File: src/rtl/a2d_rr_intf_if.sv
// -----------------------------------------------------------------------------
// a2d_rr_intf_if
// Groups the request, result, and ADC128S SPI signals of the round-robin A2D
// front end.
//   nxt        : one-cycle request to start the next conversion (to front end)
//   lft_ld     : latest left load cell result       (from front end)
//   rght_ld    : latest right load cell result      (from front end)
//   steer_pot  : latest steering pot result         (from front end)
//   batt       : latest battery result              (from front end)
//   cnv_cmplt  : one-cycle pulse on result update   (from front end)
//   SS_n       : ADC slave select, active low       (from front end)
//   SCLK       : ADC serial clock                   (from front end)
//   MOSI       : ADC serial data in                 (from front end)
//   MISO       : ADC serial data out                (to front end)
// slave  : the A2D front end itself
// master : the system/ADC side that requests conversions and drives MISO
// -----------------------------------------------------------------------------
interface a2d_rr_intf_if;
   logic        nxt;
   logic [11:0] lft_ld;
   logic [11:0] rght_ld;
   logic [11:0] steer_pot;
   logic [11:0] batt;
   logic        cnv_cmplt;
   logic        SS_n;
   logic        SCLK;
   logic        MOSI;
   logic        MISO;

   modport slave (
      input  nxt,
      input  MISO,
      output lft_ld,
      output rght_ld,
      output steer_pot,
      output batt,
      output cnv_cmplt,
      output SS_n,
      output SCLK,
      output MOSI
   );

   modport master (
      output nxt,
      output MISO,
      input  lft_ld,
      input  rght_ld,
      input  steer_pot,
      input  batt,
      input  cnv_cmplt,
      input  SS_n,
      input  SCLK,
      input  MOSI
   );
endinterface

File: src/rtl/a2d_rr_intf.sv
// -----------------------------------------------------------------------------
// a2d_rr_intf
// Round-robin A2D front end for the ADC128S. Each nxt pulse converts the next
// channel in the rotation left load cell -> right load cell -> steering pot ->
// battery, using two SPI frames (the ADC answers with the channel addressed in
// the previous frame) separated by a two-clock SS_n gap.
// Ports:
//   clk : system clock
//   rst : synchronous active-high reset
//   bus : a2d_rr_intf_if.slave (nxt, MISO in; results, cnv_cmplt, SS_n, SCLK,
//         MOSI out)
// -----------------------------------------------------------------------------
module a2d_rr_intf #(
   parameter logic [2:0] CH_LFT   = 3'd0,
   parameter logic [2:0] CH_RGHT  = 3'd4,
   parameter logic [2:0] CH_STEER = 3'd5,
   parameter logic [2:0] CH_BATT  = 3'd6
) (
   input  logic           clk,
   input  logic           rst,
   a2d_rr_intf_if.slave   bus
);

   localparam int unsigned DATA_W   = 12;
   localparam int unsigned XFER_W   = 16;
   localparam int unsigned DIV_W    = 4;
   localparam int unsigned CNT_W    = 5;
   localparam int unsigned GAP_W    = 1;
   localparam int unsigned GAP_CLKS = 2;

   localparam logic [DIV_W-1:0] DIV_LOAD = 4'b1011;
   localparam logic [DIV_W-1:0] DIV_SMPL = 4'b0111;
   localparam logic [DIV_W-1:0] DIV_SHFT = 4'b1111;

   typedef enum logic [1:0] {ST_IDLE, ST_TX_CMD, ST_GAP, ST_TX_RD} state_t;
   typedef enum logic {SPI_IDLE, SPI_XFER} spi_state_t;

   state_t              r_state;
   state_t              w_state_nxt;
   spi_state_t          r_spi_state;
   spi_state_t          w_spi_nxt;

   logic [DIV_W-1:0]    r_div;
   logic [XFER_W-1:0]   r_shift;
   logic [CNT_W-1:0]    r_smpl_cnt;
   logic                r_miso_smpl;
   logic                r_ss_n;
   logic [GAP_W-1:0]    r_gap_cnt;
   logic [1:0]          r_ptr;
   logic                r_cnv_cmplt;
   logic [DATA_W-1:0]   r_lft;
   logic [DATA_W-1:0]   r_rght;
   logic [DATA_W-1:0]   r_steer;
   logic [DATA_W-1:0]   r_batt;

   logic [2:0]          w_chnl;
   logic [XFER_W-1:0]   w_cmd;
   logic [DATA_W-1:0]   w_resp_c;
   logic                w_start_c;
   logic                w_spi_done_c;
   logic                w_wr_c;

   // Channel addressed by the rotation pointer
   always_comb begin
      w_chnl = CH_LFT;
      case (r_ptr)
         2'd0:    w_chnl = CH_LFT;
         2'd1:    w_chnl = CH_RGHT;
         2'd2:    w_chnl = CH_STEER;
         default: w_chnl = CH_BATT;
      endcase
   end

   assign w_cmd = {2'b00, w_chnl, 11'h000};

   // Low 12 bits of the completed frame, including the bit sampled last
   assign w_resp_c = {r_shift[DATA_W-2:0], r_miso_smpl};

   // Frame ends at the SCLK fall point following the 16th MISO sample
   assign w_spi_done_c = (r_spi_state == SPI_XFER) && (r_div == DIV_SHFT) &&
                         (r_smpl_cnt == CNT_W'(XFER_W));

   // A request is ignored while the completion pulse is still high
   assign w_start_c = ((r_state == ST_IDLE) && bus.nxt && !r_cnv_cmplt) ||
                      ((r_state == ST_GAP) && (r_gap_cnt == GAP_W'(GAP_CLKS - 1)));

   assign w_wr_c = (r_state == ST_TX_RD) && w_spi_done_c;

   // Conversion sequencer state register
   always_ff @(posedge clk) begin
      if (rst) r_state <= ST_IDLE;
      else     r_state <= w_state_nxt;
   end

   // Conversion sequencer next state
   always_comb begin
      w_state_nxt = r_state;
      case (r_state)
         ST_IDLE:   if (w_start_c)    w_state_nxt = ST_TX_CMD;
         ST_TX_CMD: if (w_spi_done_c) w_state_nxt = ST_GAP;
         ST_GAP:    if (w_start_c)    w_state_nxt = ST_TX_RD;
         ST_TX_RD:  if (w_spi_done_c) w_state_nxt = ST_IDLE;
         default:                     w_state_nxt = ST_IDLE;
      endcase
   end

   // SS_n-high gap counter between the two frames
   always_ff @(posedge clk) begin
      if (rst)                     r_gap_cnt <= '0;
      else if (r_state == ST_GAP)  r_gap_cnt <= r_gap_cnt + GAP_W'(1);
      else                         r_gap_cnt <= '0;
   end

   // SPI monarch state register
   always_ff @(posedge clk) begin
      if (rst) r_spi_state <= SPI_IDLE;
      else     r_spi_state <= w_spi_nxt;
   end

   // SPI monarch next state
   always_comb begin
      w_spi_nxt = r_spi_state;
      case (r_spi_state)
         SPI_IDLE: if (w_start_c)    w_spi_nxt = SPI_XFER;
         SPI_XFER: if (w_spi_done_c) w_spi_nxt = SPI_IDLE;
         default:                    w_spi_nxt = SPI_IDLE;
      endcase
   end

   // SPI datapath: divider, MISO sampling at SCLK rise, shifting at SCLK fall.
   // The first fall after SS_n drops does not shift so MOSI holds bit 15 for
   // the first rise. Reloading the divider on start/done keeps SCLK high.
   always_ff @(posedge clk) begin
      if (rst) begin
         r_ss_n      <= 1'b1;
         r_div       <= DIV_LOAD;
         r_shift     <= '0;
         r_smpl_cnt  <= '0;
         r_miso_smpl <= 1'b0;
      end else if (w_start_c) begin
         r_ss_n      <= 1'b0;
         r_div       <= DIV_LOAD;
         r_shift     <= w_cmd;
         r_smpl_cnt  <= '0;
      end else if (w_spi_done_c) begin
         r_ss_n      <= 1'b1;
         r_div       <= DIV_LOAD;
         r_shift     <= '0;
      end else if (r_spi_state == SPI_XFER) begin
         r_div <= r_div + DIV_W'(1);
         if (r_div == DIV_SMPL) begin
            r_miso_smpl <= bus.MISO;
            r_smpl_cnt  <= r_smpl_cnt + CNT_W'(1);
         end
         if ((r_div == DIV_SHFT) && (r_smpl_cnt != '0))
            r_shift <= {r_shift[XFER_W-2:0], r_miso_smpl};
      end
   end

   // Result registers, completion pulse and rotation pointer
   always_ff @(posedge clk) begin
      if (rst) begin
         r_lft       <= '0;
         r_rght      <= '0;
         r_steer     <= '0;
         r_batt      <= '0;
         r_ptr       <= '0;
         r_cnv_cmplt <= 1'b0;
      end else begin
         r_cnv_cmplt <= w_wr_c;
         if (w_wr_c) begin
            case (r_ptr)
               2'd0:    r_lft   <= w_resp_c;
               2'd1:    r_rght  <= w_resp_c;
               2'd2:    r_steer <= w_resp_c;
               default: r_batt  <= w_resp_c;
            endcase
            r_ptr <= r_ptr + 2'd1;
         end
      end
   end

   assign bus.lft_ld    = r_lft;
   assign bus.rght_ld   = r_rght;
   assign bus.steer_pot = r_steer;
   assign bus.batt      = r_batt;
   assign bus.cnv_cmplt = r_cnv_cmplt;
   assign bus.SS_n      = r_ss_n;
   assign bus.SCLK      = r_div[DIV_W-1];
   assign bus.MOSI      = r_shift[XFER_W-1];

endmodule

File: src/flat_wrapper.sv
// flat-port wrapper written by rule: the top's interface ports become plain ports
module a2d_rr_intf_flat 
#(
   parameter logic [2:0] CH_LFT   = 3'd0,
   parameter logic [2:0] CH_RGHT  = 3'd4,
   parameter logic [2:0] CH_STEER = 3'd5,
   parameter logic [2:0] CH_BATT  = 3'd6
)
  (clk, rst, bus_nxt, bus_MISO, bus_lft_ld, bus_rght_ld, bus_steer_pot, bus_batt, bus_cnv_cmplt, bus_SS_n, bus_SCLK, bus_MOSI);
  a2d_rr_intf_if bus_i ();
  input  logic clk;
  input  logic rst;
  input wire logic [$bits(bus_i.nxt)-1:0] bus_nxt;
  input wire logic [$bits(bus_i.MISO)-1:0] bus_MISO;
  output wire logic [$bits(bus_i.lft_ld)-1:0] bus_lft_ld;
  output wire logic [$bits(bus_i.rght_ld)-1:0] bus_rght_ld;
  output wire logic [$bits(bus_i.steer_pot)-1:0] bus_steer_pot;
  output wire logic [$bits(bus_i.batt)-1:0] bus_batt;
  output wire logic [$bits(bus_i.cnv_cmplt)-1:0] bus_cnv_cmplt;
  output wire logic [$bits(bus_i.SS_n)-1:0] bus_SS_n;
  output wire logic [$bits(bus_i.SCLK)-1:0] bus_SCLK;
  output wire logic [$bits(bus_i.MOSI)-1:0] bus_MOSI;
  assign bus_i.nxt = bus_nxt;
  assign bus_i.MISO = bus_MISO;
  assign bus_lft_ld = bus_i.lft_ld;
  assign bus_rght_ld = bus_i.rght_ld;
  assign bus_steer_pot = bus_i.steer_pot;
  assign bus_batt = bus_i.batt;
  assign bus_cnv_cmplt = bus_i.cnv_cmplt;
  assign bus_SS_n = bus_i.SS_n;
  assign bus_SCLK = bus_i.SCLK;
  assign bus_MOSI = bus_i.MOSI;
  a2d_rr_intf #(.CH_LFT(CH_LFT), .CH_RGHT(CH_RGHT), .CH_STEER(CH_STEER), .CH_BATT(CH_BATT)) u_core (.clk(clk), .rst(rst), .bus(bus_i));
endmodule
File: config.mk
export PLATFORM = sky130hd
export DESIGN_NAME = a2d_rr_intf_flat
export DESIGN_NICKNAME = d
export VERILOG_FILES = /design/src/rtl/a2d_rr_intf_if.sv /design/src/rtl/a2d_rr_intf.sv /design/src/flat_wrapper.sv
export SDC_FILE = /design/constraint.sdc
export NUM_CORES = 1
export LEC_CHECK = 0
export ABC_AREA = 1
export ABC_CLOCK_PERIOD_IN_PS = 2500
export CAP_MARGIN = 10
export CORE_MARGIN = 2
export CORE_UTILIZATION = 25
export DETAILED_ROUTE_END_ITERATION = 10
export DONT_BUFFER_PORTS = 1
export GPL_ROUTABILITY_DRIVEN = 0
export GPL_TIMING_DRIVEN = 0
export PLACE_DENSITY = 0.45
export SYNTH_ARGS = -nofsm -noshare
export SYNTH_HDL_FRONTEND = slang
export SYNTH_SLANG_ARGS = --single-unit
File: constraint.sdc
create_clock -name clk -period 2.5 [get_ports clk]
set_clock_uncertainty 0.15 [all_clocks]
set_input_delay 0.5 -clock clk [delete_from_list [all_inputs] [get_ports clk]]
set_output_delay 0.5 -clock clk [all_outputs]
set_load 0.05 [all_outputs]
Word level (Yosys, flattened, before mapping)
Index checks and enable logic that the tools add are counted.
Cells by class
  add/subtract/negate cells: 4
  eq/ne operators: 12
  mux-type cells: 15
  bitwise operators: 5
  reduce and logical (&&, ||, !) cells: 28
Operators with widths (number)
  $mux W14: 4
  $reduce_and A2 Y1: 6
  $pmux W3 S3: 1
  $mux W2: 4
  $ne A2 B1 Y1 const B: 4
  $pmux W2 S4: 1
  $reduce_and A4 Y1: 2
  $logic_and A1 B1 Y1: 7
  $eq A2 B2 Y1 const B: 3
  $reduce_bool A3 Y1: 2
  $reduce_or A3 Y1: 2
  $add A5 B1 Y5 const B: 1
  $eq A5 B5 Y1 const B: 1
  $not A1 Y1: 5
  $reduce_bool A5 Y1: 1
  $add A4 B1 Y4 const B: 1
  $eq A2 B1 Y1 const B: 2
  $eq A4 B3 Y1 const B: 1
  $eq A4 B4 Y1 const B: 1
  $logic_not A2 Y1: 2
  $mux W1: 4
  $reduce_or A2 Y1: 2
  $reduce_and A3 Y1: 1
  $add A2 B1 Y2 const B: 1
  5 further kinds: 5
Word-level totals
  bits in registers: 82
  input port bits: 4
  output and inout port bits: 52
  logic and storage cells: 79

Longest topological paths before layout
  word-level depth: 6
  depth in mapped cells: 10
  depth with buffers taken out: 10

Worst setup path before layout
Ideal clock, no wire load.
  path kind: register -> register
  start point: register u_core.r_div[3]
  end point: register u_core.r_lft[10], in the netlist u_core.bus.lft_ld[10]
  library setup time: 0.113 ns
  data arrival time: 1.565 ns
  data required time: 2.237 ns
  slack: 0.672 ns
  stages on the path, launching flop included: 7
  buffers on the path: 1
  cells stage by stage: dfxtp_1 -> nand3_2 -> nor2_8 -> nand3_4 -> buf_2 -> nor2_1 -> nor2_1
Between the ends
  word-level cells in the longest chain between the ends: 5
Ends and longest elaborated chain
  start: declaration: line a2d_rr_intf.sv:43  | logic [DIV_W-1:0] r_div;
  start signal: assignment: line a2d_rr_intf.sv:150  | r_div <= r_div + DIV_W'(1);
  $eq A4 B4 Y1: line a2d_rr_intf.sv:80  | assign w_spi_done_c = (r_spi_state == SPI_XFER) && (r_div == DIV_SHFT) &&
  $logic_and A1 B1 Y1 (2 in series): line a2d_rr_intf.sv:80
  $logic_and A1 B1 Y1: line a2d_rr_intf.sv:87  | assign w_wr_c = (r_state == ST_TX_RD) && w_spi_done_c;
  $reduce_and A2 Y1 (no line)
  end signal: assignment: line a2d_rr_intf.sv:173  | 2'd0: r_lft <= w_resp_c;
  end: declaration: line a2d_rr_intf.sv:51  | logic [DATA_W-1:0] r_lft;
Every way passes these cells.
A chain may end at the register's enable or synchronous reset.

Worst setup path after layout
  start point: register u_core.r_div[3]
  end point: register u_core.r_shift[8]
Between the ends
  word-level cells in the longest chain between the ends: 4
Ends and longest elaborated chain
  $eq A4 B4 Y1 *: line a2d_rr_intf.sv:80, a2d_rr_intf.sv:155
  $logic_and A1 B1 Y1 (2 in series): line a2d_rr_intf.sv:80
  $reduce_or A3 Y1 (no line)
  end signal: assignment: line a2d_rr_intf.sv:143  | r_shift <= w_cmd;
  end signal: assignment: line a2d_rr_intf.sv:156  | r_shift <= {r_shift[XFER_W-2:0], r_miso_smpl};
  end: declaration: line a2d_rr_intf.sv:44  | logic [XFER_W-1:0] r_shift;
Every way passes the cells marked *; elsewhere a longest branch is shown, timed or not.

==> metrics.txt <==
Die W 124 um; initial antenna violation count 0; Port Buf Inserts 0; fmax about 0.48 GHz; layout cell share with drive strength beyond 1 7.29%; CP bufs+invs 3; root buffer cell clkbuf_16; Synth Instances 519; Clock Tree Buf Depth 2; fin crit period 2090 ps; Mapped Nets between 500 and 600; Least-Margin Pin Slew 674 ps; top-count cell post-synth nand2_1; sequential share of the synthesized area 45.4%; # IOs 56; Final Worst Setup Slack 408 ps; CP most frequent cell nand2_1; crit path kind reg -> reg; Slew Limit Fails 0; critical path arrival 2220 ps; dominant cells by area after synthesis dfxtp_1 45%, nand2_1 16%, nor2_1 13%, inv_1 7.3%, ha_1 4.8%; status finished clean; core area between 10000 and 15000 um2; Hold EP u_core.r_miso_smpl; delay of the slowest cell on the worst path about 750 ps; hpwl dp 6570 um; Worst Path Required 2620 ps; Hold Buf Count CTS 0; final hold vios 0; capture point of the worst reg-to-reg path u_core.r_shift[8]; Post-synth top cells 156 x nand2_1, 122 x nor2_1, 82 x dfxtp_1; H-tree depth 3; Static Leak 2.10 nW; max_cap viols 0; Initial Util between 20% and 30%; crit-path leading delay family flip-flops; GRT overflow 0; post-CTS setup buffer count 0; Synth Cell Area between 3000 and 4000 um2; via count approximately 2900; Worst Path Max Fanout 10; Worst VDD drop 0.319 mV; worst reg-to-reg path cell count 7; RSZ-0062 raised after global routing no; Synth Area per Inst 6.96 um2; asr flop ratio synth 0%; Yosys warnings 0; DR DRC count 0; routed len/inst 13.0 um; Detailed Route WL 9300 um; Setup-failing EPs final 0; synth-to-layout area growth 14.8%; first-pass GRT wire length approximately 16000 um; crit start category register; Hold Crit Class in -> reg; First DRT Iteration DRCs 159; CTS buffer count 9; CTS tree done; Yosys top cell by area dfxtp_1; pin count of the biggest net entering global routing 15; Routed Antenna Nets 0; Worst-path clk slew 60 ps; Period Utilization, post-route 83.7%; DR pass1 iterations 4; # rows 43; post-synth top area share 45.4%; FF-to-FF setup slack 410 ps; hold_sp rst; die height about 120 um; Place WS 268 ps; pwr dens 733 nW/um2; GRT Total Usage 12.9%; Filler Cells Inserted 1526; TNS Setup 0 ps; cell chain of the critical path inv_1 > nor2_1 > nand2_1 > inv_2 > buf_4 > nand2_1 > a21oi_1; diode count 0; vias in the first global route roughly 3000; clock sink total 82; Final #Nets 548; Worst R2R Start u_core.r_div[3]; WHS Path Cells 1; Seq cells post-synth 82; Critical Path End Type register; EDFF count, synth 0; Die Area 15400 um2; crit path max-delay cell type dfxtp_1; Max transition margin 55.0%; top_reg_cell synth dfxtp_1; Hold Slack 68.1 ps; Synth cell types 25; via-per-instance ratio 4.11; later-pin clock latency in the skew report ~340 ps
## metal layers
layer  vias to the layer above  global-route usage, %  part of all wire (%)
li1                       1565                      -                     -
met1                      1311                   14.7                    45
met2                        55                   22.2                    47
met3                        11                   5.08                   6.7
met4                         0                   3.77                   1.5
met5                         -                      0                     0
## timing repair
action,4_1_cts,5_1_grt
hold endpoints to repair,0,0
endpoints found under the setup margin,0,2
resized for setup,0,1
## placed cells by master (no fill, tap or decap), types with 4 or more instances in the layout
cell type,synthesis,routed
buf_2,6,6
nor2_1,122,122
dfxtp_1,82,82
a21oi_1,20,20
o21ai_0,7,7
clkbuf_16,0,9
nand3_4,4,4
nand3_1,12,12
inv_1,70,70
buf_6,4,4
ha_1,14,14
clkbuf_1,6,7
nand2_1,156,156
## flip-flops by register name (all words and copies together), names as in the netlist
| signal | cells |
|---|---|
| u_core.r_shift | 16 |
| u_core.bus.batt | 12 |
| u_core.bus.lft_ld | 12 |
| u_core.bus.rght_ld | 12 |
| u_core.bus.steer_pot | 12 |
| u_core.r_smpl_cnt | 5 |
| u_core.r_div | 4 |
| u_core.r_ptr | 2 |
| u_core.r_state | 2 |
| u_core.bus.SS_n | 1 |
| u_core.bus.cnv_cmplt | 1 |
| u_core.r_gap_cnt | 1 |
| u_core.r_miso_smpl | 1 |
| u_core.r_spi_state | 1 |
## worst max path at each step
stage | startpoint | to | slack [ps] | depth (start not counted)
6_report | u_core.r_div[3] | u_core.r_shift[8] | 410 | 7
5_1_grt | u_core.r_state[0] | u_core.r_shift[15] | 150 | 10
4_1_cts | u_core.r_state[0] | u_core.r_shift[10] | 250 | 10
3_5_place_dp | u_core.r_state[0] | u_core.r_shift[8] | 270 | 10
3_3_place_gp | u_core.r_state[0] | u_core.r_shift[9] | 290 | 10
2_1_floorplan | u_core.r_div[3] | u_core.bus.lft_ld[10] | 670 | 6
## cell type report
type	count	area, um2	area share, %
plain buffers	17	105	2.54
clock buffers	11	243	5.86
clock inverters	5	60.1	1.45
inverters	72	270	6.52
multi-input cells	348	1600	38.6
flip-flops and latches	82	1640	39.6
well taps	180	225	5.43
## metrics by stage
step	util (%)	total power, mW	cell area [um2]	std cells
global placement	27.4	1.70	3840	699
detailed placement	27.4	1.71	3840	699
global route	29.6	3.20	4150	715
CTS	29.6	3.09	4140	715
finish	29.6	3.04	4150	715
floorplan	-	1.64	3610	519
## logic make-up after synthesis
| kind of cell | Yosys count | share of synthesized area (%) |
|---|---|---|
| compound gates | 30 | 4.30 |
| xor+xnor | 2 | 0.485 |
| flops | 82 | 45.4 |
| fa+ha+maj | 14 | 4.85 |
| buf+inv | 89 | 10.4 |
| simple gates | 302 | 34.5 |
## power by group
group	total (mW)	internal [mW]	switching [mW]
Sequential	1.40	1.34	0.0590
Clock	1.36	0.807	0.556
Combinational	0.274	0.0895	0.184
No activity file was read; power rests on OpenSTA's default activity.
